==> config.mk <==
export PLATFORM = sky130hd
export DESIGN_NAME = fetch_ifid_stage
export DESIGN_NICKNAME = d
export VERILOG_FILES = /design/src/rtl/fetch_ifid_stage.sv
export SDC_FILE = /design/constraint.sdc
export NUM_CORES = 1
export LEC_CHECK = 0
export ABC_AREA = 1
export CORE_MARGIN = 4
export CORE_UTILIZATION = 45
export CTS_CLUSTER_SIZE = 24
export DETAILED_ROUTE_END_ITERATION = 8
export PLACE_DENSITY_LB_ADDON = 0.12
export SYNTH_ARGS = -nofsm -noshare
export SYNTH_HDL_FRONTEND = slang
export SYNTH_SLANG_ARGS = --single-unit
==> constraint.sdc <==
create_clock -name i_clk -period 1.7 [get_ports i_clk]
set_input_delay 0.255 -clock i_clk [delete_from_list [all_inputs] [get_ports i_clk]]
set_output_delay 0.255 -clock i_clk [all_outputs]
set_load 0.03 [all_outputs]
==> src/rtl/fetch_ifid_stage.sv <==
// Instruction-fetch stage and IF/ID pipeline register for the 5-stage RV32I core.
// Handles the EX redirect, hazard-unit holds, imem wait states and perf counters.
module fetch_ifid_stage #(
    parameter logic [31:0] RESET_PC  = 32'h0000_0000,
    parameter logic [31:0] NOP_INSTR = 32'h0000_0013,
    parameter int          CNT_W     = 16
) (
    input  logic             i_clk,
    input  logic             i_rst_n,
    input  logic             stall_pc,
    input  logic             stall_id,
    input  logic             br_taken,
    input  logic [31:0]      br_target,
    input  logic [31:0]      imem_instr,
    input  logic             imem_ready,
    output logic [31:0]      imem_addr,
    output logic [31:0]      pc_ID,
    output logic [31:0]      pc4_ID,
    output logic [31:0]      instr_ID,
    output logic             valid_ID,
    output logic             misalign_err,
    output logic [CNT_W-1:0] stall_cnt,
    output logic [CNT_W-1:0] bubble_cnt
);

    logic [31:0]      r_pc;
    logic [31:0]      r_pc_id;
    logic [31:0]      r_pc4_id;
    logic [31:0]      r_instr_id;
    logic             r_valid_id;
    logic             r_misalign;
    logic [CNT_W-1:0] r_stall_cnt;
    logic [CNT_W-1:0] r_bubble_cnt;

    logic [31:0]      w_pc4;
    logic             w_bubble;

    assign w_pc4    = r_pc + 32'd4;
    // A flush always bubbles; a missing fetch bubbles only when ID is not held.
    assign w_bubble = br_taken | (~stall_id & ~imem_ready);

    always_ff @(posedge i_clk) begin
        if (!i_rst_n) begin
            r_pc <= RESET_PC;
        end else if (br_taken) begin
            r_pc <= {br_target[31:2], 2'b00};
        end else if (!stall_pc && imem_ready) begin
            r_pc <= w_pc4;
        end
    end

    always_ff @(posedge i_clk) begin
        if (!i_rst_n) begin
            r_instr_id <= NOP_INSTR;
            r_pc_id    <= 32'd0;
            r_pc4_id   <= 32'd0;
            r_valid_id <= 1'b0;
        end else if (w_bubble) begin
            r_instr_id <= NOP_INSTR;
            r_valid_id <= 1'b0;
        end else if (!stall_id) begin
            r_instr_id <= imem_instr;
            r_pc_id    <= r_pc;
            r_pc4_id   <= w_pc4;
            r_valid_id <= 1'b1;
        end
    end

    always_ff @(posedge i_clk) begin
        if (!i_rst_n) begin
            r_misalign <= 1'b0;
        end else if (br_taken && (br_target[1:0] != 2'b00)) begin
            r_misalign <= 1'b1;
        end
    end

    // Counters stop at all-ones rather than wrapping.
    always_ff @(posedge i_clk) begin
        if (!i_rst_n) begin
            r_stall_cnt  <= '0;
            r_bubble_cnt <= '0;
        end else begin
            if (stall_pc && (r_stall_cnt != '1)) begin
                r_stall_cnt <= r_stall_cnt + 1'b1;
            end
            if (w_bubble && (r_bubble_cnt != '1)) begin
                r_bubble_cnt <= r_bubble_cnt + 1'b1;
            end
        end
    end

    assign imem_addr    = r_pc;
    assign pc_ID        = r_pc_id;
    assign pc4_ID       = r_pc4_id;
    assign instr_ID     = r_instr_id;
    assign valid_ID     = r_valid_id;
    assign misalign_err = r_misalign;
    assign stall_cnt    = r_stall_cnt;
    assign bubble_cnt   = r_bubble_cnt;

endmodule

== Word level (Yosys, flattened, before mapping) ==
Index checks and enable logic that the tools add are counted.

* Output and inout port bits: 162
* Word-level logic and storage cells: 32
* Register bits: 162
* Input bits: 70

* Add/sub/neg operators: 3
* Reduce and logical (&&, ||, !) cells: 10
* Eq/ne operators: 2
* Multiplexer cells: 2
* Bitwise operators: 6

{| class="wikitable"
|+ Operators by type and width
! kind !! number
|-
| $mux 32 || 2
|-
| $add 16x1->16 const B || 2
|-
| $add 32x3->32 const B || 1
|-
| $ne 16x16->1 const B || 2
|-
| $logic_and 1x1->1 || 4
|-
| $not 1->1 || 4
|-
| $reduce_bool 2->1 || 2
|-
| $reduce_or 2->1 || 2
|-
| $reduce_and 2->1 || 1
|-
| $and 1x1->1 || 1
|-
| $logic_not 1->1 || 1
|-
| $or 1x1->1 || 1
|}

== Logic depth before layout (Yosys ltp) ==
Gate-level depths: netlist of run 1.

* Depth in word-level cells: 5
* Mapped depth: 10
* Gate-level depth less buffers: 10

== Worst setup path after synthesis of run 1 ==
OpenSTA, ideal clock, no wires.

* Kind: register -> register
* From: register r_stall_cnt[0], in the netlist stall_cnt[0]
* To: register r_stall_cnt[0], in the netlist stall_cnt[0]
* Path buffers: 1
* Stages on the path, launching flop included: 10
* Arrival: 1.668 ns
* Setup slack: -0.082 ns
* Library setup time: 0.114 ns
* Period minus slack after synthesis: 1.782 ns
* Required time: 1.586 ns
* Cells stage by stage: dfxtp_1 ha_1 nand2_2 nor2_4 nand4_4 nor2_1 nor2_2 buf_2 nor2_1 nor2_1

* Word-level cells in the longest chain between the ends: 2
* Elaborated cells between the ends (all ways): 3
* Those cells by class: 1 x add/sub; 1 x eq/ne; 1 x reduce/logical

{| class="wikitable"
|+ RTL lines
! what !! RTL line !! RTL
|-
| from (decl) || 32 || <nowiki>logic [CNT_W-1:0] r_stall_cnt;</nowiki>
|-
| from (signal assigned) || 84 || <nowiki>r_stall_cnt <= r_stall_cnt + 1'b1;</nowiki>
|-
| parallel branches: the longest is 2 deep, another holds $add 16x1->16 || n/a ||
|}

Parallel ways; which one is timed is not known.
A chain may end at the register's enable or synchronous reset.

== Worst setup path after layout of run 1 ==
* From: register r_pc[17], in the netlist imem_addr[17]
* To: output imem_addr[17]

{| class="wikitable"
|+ RTL lines
! what !! RTL line !! RTL
|-
| from (decl) || 26 || <nowiki>logic [31:0] r_pc;</nowiki>
|-
| from (signal assigned) || 46 || <nowiki>r_pc <= {br_target[31:2], 2'b00};</nowiki>
|-
| from (signal assigned) || 48 || <nowiki>r_pc <= w_pc4;</nowiki>
|-
| to (decl) || 16 || <nowiki>output logic [31:0] imem_addr,</nowiki>
|}

No word-level cell between the ends.

==> results of run 1 <==
==> state kept, by name, indices dropped and copies added, names as in the netlist <==
name          flops
misalign_err      1
stall_cnt        16
valid_ID          1
pc_ID            30
bubble_cnt       16
instr_ID         32
pc4_ID           30
imem_addr        30
==> layout by cell type, fill, tap and decap left out, drive strengths merged, types with 5 or more instances in the layout <==
| cell | synthesis | final |
|---|---|---|
| dlymetal6s2s | 0 | 40 |
| nand4 | 10 | 10 |
| o21ai | 81 | 81 |
| nor3 | 13 | 13 |
| inv | 107 | 107 |
| o21bai | 18 | 18 |
| a21oi | 94 | 94 |
| nor2 | 120 | 120 |
| dlygate4sd2 | 0 | 115 |
| nand2 | 305 | 305 |
| o21a | 5 | 5 |
| a22o | 8 | 8 |
| dfxtp | 156 | 156 |
| nand3 | 33 | 33 |
| clkdlybuf4s50 | 0 | 68 |
| clkinv | 0 | 7 |
| clkbuf | 31 | 21 |
| conb | 1 | 6 |
| xor2 | 24 | 24 |
| buf | 24 | 67 |
| a31oi | 8 | 8 |
| xnor2 | 6 | 6 |
==> cells by family (layout without fill, tap and decap cells) <==
kind of cell,Yosys count,in the layout,share of synthesized area [%]
xor gates and xnor gates,30,30,3.61
adders and majority gates,3,3,0.516
DFF,156,156,42.9
other,1,6,0.0515
and+or+nand+nor,483,483,27.4
buffers and inverters,162,430,9.11
AOI/OAI and AO/OA,216,216,16.5
==> final cells by class <==
cell class                 count  area, µm²  area share [%]
multi-input combinational    738       3650            33.8
sequential                   156       3140            29.1
timing repair buffer         291       2760            25.6
clock buffer                  20        457            4.23
inverter                     107        402            3.72
tap                          216        270            2.50
clock inverter                12        121            1.12
==> layer usage <==
metal / GRT usage [%] / share of wire, % / up-vias
met5: 0 / 0 / -
met4: 7.56 / 1.6 / 0
met3: 8.69 / 9.8 / 26
met2: 38.3 / 45 / 288
met1: 32.1 / 44 / 3517
li1: - / - / 3850
==> worst max-delay path, cell delays in order, from the launching register on <==
cell           delay (ns)
dfxtp_1              0.39
buf_4                0.15
dlygate4sd2_1        0.39
==> worst min-delay path by stage <==
stage | start | endpoint
CTS | i_rst_n | pc_ID[15]
global route | i_rst_n | pc_ID[19]
detailed placement | instr_ID[21] | instr_ID[21]
finish | i_rst_n | pc_ID[15]
global placement | misalign_err | misalign_err
floorplan | imem_instr[0] | instr_ID[0]
==> where the power goes <==
group / switching [mW] / leakage, nW / internal [mW] / total, mW
Combinational: 0.866 / 4.00 / 0.574 / 1.44
Sequential: 0.121 / 1.28 / 3.83 / 3.95
Clock: 1.53 / 0.281 / 2.22 / 3.75
Total: 2.52 / 5.57 / 6.62 / 9.14
==> what timing repair did <==
item / 4_1_cts / 5_1_grt
resized for setup: 117 / 77
endpoints found under the setup margin: 120 / 89
pin swaps: 0 / 5
buffers inserted: 0 / 2
hold buffers: 0 / 0
==> stage by stage <==
step	hold slack, ns	cell area (µm²)	utilization [%]	instances
2_1_floorplan	0.381	7310	-	1056
3_3_place_gp	0.440	10100	63.7	1506
3_5_place_dp	0.454	10100	63.7	1506
4_1_cts	0.177	10600	66.4	1538
5_1_grt	0.210	10800	68.0	1540
6_report	0.200	10800	68.0	1540
==> flow_summary.yaml, run 1 <==
outcome:
  status: "finished clean"
floorplanning:
  num_io_pins: 232
  initial_core_util_pct: 45.8
  dieArea_mm2: 0.0183
  fp.dieH_um: 135
  rows: 46
  core_mm2: 0.0159
  dieWidth_um: 135
setup_path:
  startpoint_type: "flop"
  setup.worst_path.start: "imem_addr[17]"
  worst_r2r_path_depth: 9
  r2r-end: "imem_addr[12]"
  crit_fanout: 4
  r2r_slack_ns: 0.11
  endpoint_kind: "primary output"
  rr_startpoint: "imem_addr[2]"
  crit_required_ns: 1.44
  critPathArrivalTime_ns: 1.36
  crit_end: "imem_addr[17]"
  critPathKind: "flop to primary output"
route:
  drc: 0
  vias: 7681
  drt-pass1-iter-count: 5
  routedWlPerCell_um: 14.7
  viasPerCell: 4.99
  drt_wl_total_mm: 22.7
  drtAntennaViolNets: 0
  drt_iter0_markers: 617
pwr:
  finalPower_mw: 9.14
  p_leak_nw: 5.57
  irDropWorstVdd_uv: 710
  p_per_area_mw_per_mm2: 846
timing:
  fin_worst_skew_ns: 0.00698
  hold_viol: 0
  rsz0062_at_grt: "yes"
  slew_violations: 0
  fin_crit_ns: 1.61
  fmax_ghz: 0.620
  fin_crit_sh_pct: 94.8
  tns_ns: 0
  finalSetupViolCount: 0
  fin_ws_ns: 0.0880
yosys:
  synth_common_cells: "nand2_1, dfxtp_1, nor2_1"
  synth_top_area_share_pct: 42.9
  synth_cell_types: 35
  synth_area_leaders: "dfxtp_1, nand2_1, a21oi_1"
  synthFlopType: "dfxtp_1"
  ys_seq_area_share_pct: 42.9
  yosysWarningCount: 0
  synth-async-reset-ratio_pct: 0
  syn_inst: 1051
  synth_top_cell_by_area: "dfxtp_1"
  syn_area_per_cell_um2: 6.93
  netlist_area_mm2: 0.00728
  yosysMostFrequentCell: "nand2_1"
  synth_seq_cells: 156
  synth_edf_count: 0
clock_network:
  cts_root_buf: "clkbuf_16"
  ctsHtreeMaxLevel: 4
  clkTransAtPathRegs_ns: 0.06
  cts_buffers: 17
  cts_buffer_depth: 2
  cts.sinks: 156
  cts_tree: "built"
  clk_latency_ns: 0.42
global_route:
  antenna_found_initial: 0
  grt_max_degree: 56
  grt_pass1_vias: 7175
  grt-ovfl-total: 0
  grt_util_all_layers_pct: 24.6
  grt_first_pass_wirelength_mm: 36.3
placed_design:
  io_buffers: 225
  place.gp.congestion: 0.893
  dpl.hpwl_mm: 16.6
  place_ws_ns: -0.110
job:
  maxCapViolations: 0
hold_path:
  hold_depth: 3
  min_path_type: "primary input to flop"
layout:
  synthToLayoutAreaGrowth_pct: 48.3
  layout-drive-gt1-share_pct: 11.9
  nets: 1384
  antenna_cells: 0
  fillCellCount: 1417
Power figures use the tool's default switching activity.
==> inputs of run 2 (changes only) <==
--- a/config.mk
+++ b/config.mk
@@ -6,8 +6,7 @@
 export NUM_CORES = 1
 export LEC_CHECK = 0
 export ABC_AREA = 1
-export CORE_MARGIN = 4
-export CORE_UTILIZATION = 45
+export CORE_UTILIZATION = 47
 export CTS_CLUSTER_SIZE = 24
 export DETAILED_ROUTE_END_ITERATION = 8
 export PLACE_DENSITY_LB_ADDON = 0.12
==> run 2 against run 1 <==
Against the previous run:
- total power down 3.5%
- maximum frequency decreased by 3.3%
- clock power down 8.5%
- critical path type unchanged
- hold slack improved by 0.054 ns
- critical endpoint is now pc_ID[17]
- via count is 0.72% lower
- sequential share of layout area grew 0.41 points
==> flow_summary.yaml, run 2 (synthesis results as in run 1) <==
global_route:
  grt_max_degree: 52
  grt_pass1_vias: 7052
  grt_first_pass_wirelength_mm: 35.8
  antenna_found_initial: 0
  grt-ovfl-total: 0
  grt_util_all_layers_pct: 28.3
clock_network:
  clkTransAtPathRegs_ns: 0.06
  cts_tree: "built"
  cts_buffers: 17
  ctsHtreeMaxLevel: 4
  clk_latency_ns: 0.43
  cts.sinks: 156
  cts_buffer_depth: 2
  cts_root_buf: "clkbuf_16"
  ctsHoldBuffers: 0
floorplanning:
  core_mm2: 0.0151
  initial_core_util_pct: 48.1
  dieWidth_um: 126
  fp.dieH_um: 126
  rows: 45
  num_io_pins: 232
  dieArea_mm2: 0.0160
pwr:
  swShare_pct: 28.6
  p_clk_share_pct: 38.9
  p_per_area_mw_per_mm2: 829
  power_switching_mw: 2.52
  seqPwrFrac_pct: 44.8
  intPower_mw: 6.30
  irDropWorstVdd_uv: 736
  finalPower_mw: 8.82
  p_leak_nw: 5.32
  combPwrFrac_pct: 16.3
timing:
  fin_crit_ns: 1.67
  hold_viol: 0
  fin_worst_skew_ns: 0.0111
  fin_crit_sh_pct: 98.0
  finalSetupViolCount: 0
  slew_violations: 0
  fmax_ghz: 0.600
  rsz0062_at_grt: "yes"
setup_path:
  crit_required_ns: 1.44
  critPathSlowestCell: "clkdlybuf4s50_1"
  startpoint_type: "flop"
  critPathKind: "flop to primary output"
  worst-path-buf-inv: 1
  endpoint_kind: "primary output"
  cpPeakStageDelay_ns: 0.67
  crit_fanout: 2
  critical_path.top_delay_family: "buffers and inverters"
  critPathArrivalTime_ns: 1.41
  path_cells: "clkdlybuf4s50_1"
layout:
  antenna_cells: 0
  fillCellCount: 1325
  nets: 1374
  synthToLayoutAreaGrowth_pct: 46.2
  largest_reg_flops: 32
  final_common_cell: "nand2_1"
  layout-drive-gt1-share_pct: 10.3
  design_area_mm2: 0.0106
  layout_common_cells: "nand2_1, dfxtp_1, dlygate4sd2_1, inv_1, nor2_1"
route:
  routedWlPerCell_um: 15.0
  drt_wl_total_mm: 22.5
  drc: 0
  vias: 7626
  drt-pass1-iter-count: 5
  drtAntennaViolNets: 0
  viasPerCell: 5.08
  drt_iter0_markers: 575
hold_path:
  min_path_type: "primary input to flop"
placed_design:
  dpl.hpwl_mm: 15.9
  io_buffers: 225
  postPlaceCellArea_mm2: 0.0101
  place.gp.congestion: 0.885
job:
  maxCapViolations: 0
outcome:
  status: "finished clean"
-- run 2: path summary, 6_finish.rpt --
path                                   start  cells past startpoint      endpoint  slack [ns]
worst max register to register  imem_addr[2]                     10    pc4_ID[20]        0.08
worst max-delay path               pc_ID[17]                      1     pc_ID[17]        0.03
worst min register to register  misalign_err                      2  misalign_err        0.45
worst min-delay path                 i_rst_n                      3     pc_ID[25]        0.25
-- run 2: what timing repair did --
item                       in CTS  in global routing
pin swaps                       0                  9
gates resized for setup       130                 50
setup endpoints to repair     131                 76
setup buffers                   0                  4
hold endpoints to repair        0                  0
-- run 2: stage by stage --
step	util (%)	std cells	setup slack, ns	setup TNS, ns	hold WS [ns]
after global placement	66.7	1466	-0.00559	-0.00559	0.441
after detailed placement	66.7	1466	-0.0124	-0.0364	0.448
after floorplan	-	1056	0.0657	0	0.381
after global routing	70.3	1501	-0.0193	-0.0219	0.276
after CTS	69.1	1497	0.000318	0	0.232
final	70.3	1501	0.0335	0	0.254
-- run 2: cell type report --
| class | instances | area, µm² | area share, % |
|---|---|---|---|
| clock buffers | 21 | 450 | 4.23 |
| inverters | 107 | 402 | 3.77 |
| multi-input cells | 738 | 3600 | 33.8 |
| clock inverters | 10 | 67.6 | 0.635 |
| flip-flops and latches | 156 | 3140 | 29.5 |
| well taps | 188 | 235 | 2.21 |
| repair buffers | 281 | 2750 | 25.8 |
-- run 2: power by group through the flow --
stage / clock network [mW] / registers (mW) / logic (mW)
after floorplan: 0 / 4.33 / 0.471
after global placement: 0 / 4.03 / 1.50
after detailed placement: 0 / 4.03 / 1.52
after CTS: 3.48 / 3.95 / 1.44
after global routing: 3.63 / 3.97 / 1.54
final: 3.43 / 3.95 / 1.44
-- run 2: layer usage --
metal  share of wire [%]  track usage, %  up-vias
met4                 2.3            10.8        0
met2                  48            47.3      229
met5                   0               0        -
met3                 5.8            6.62       39
li1                    -               -     3836
met1                  44            35.3     3522
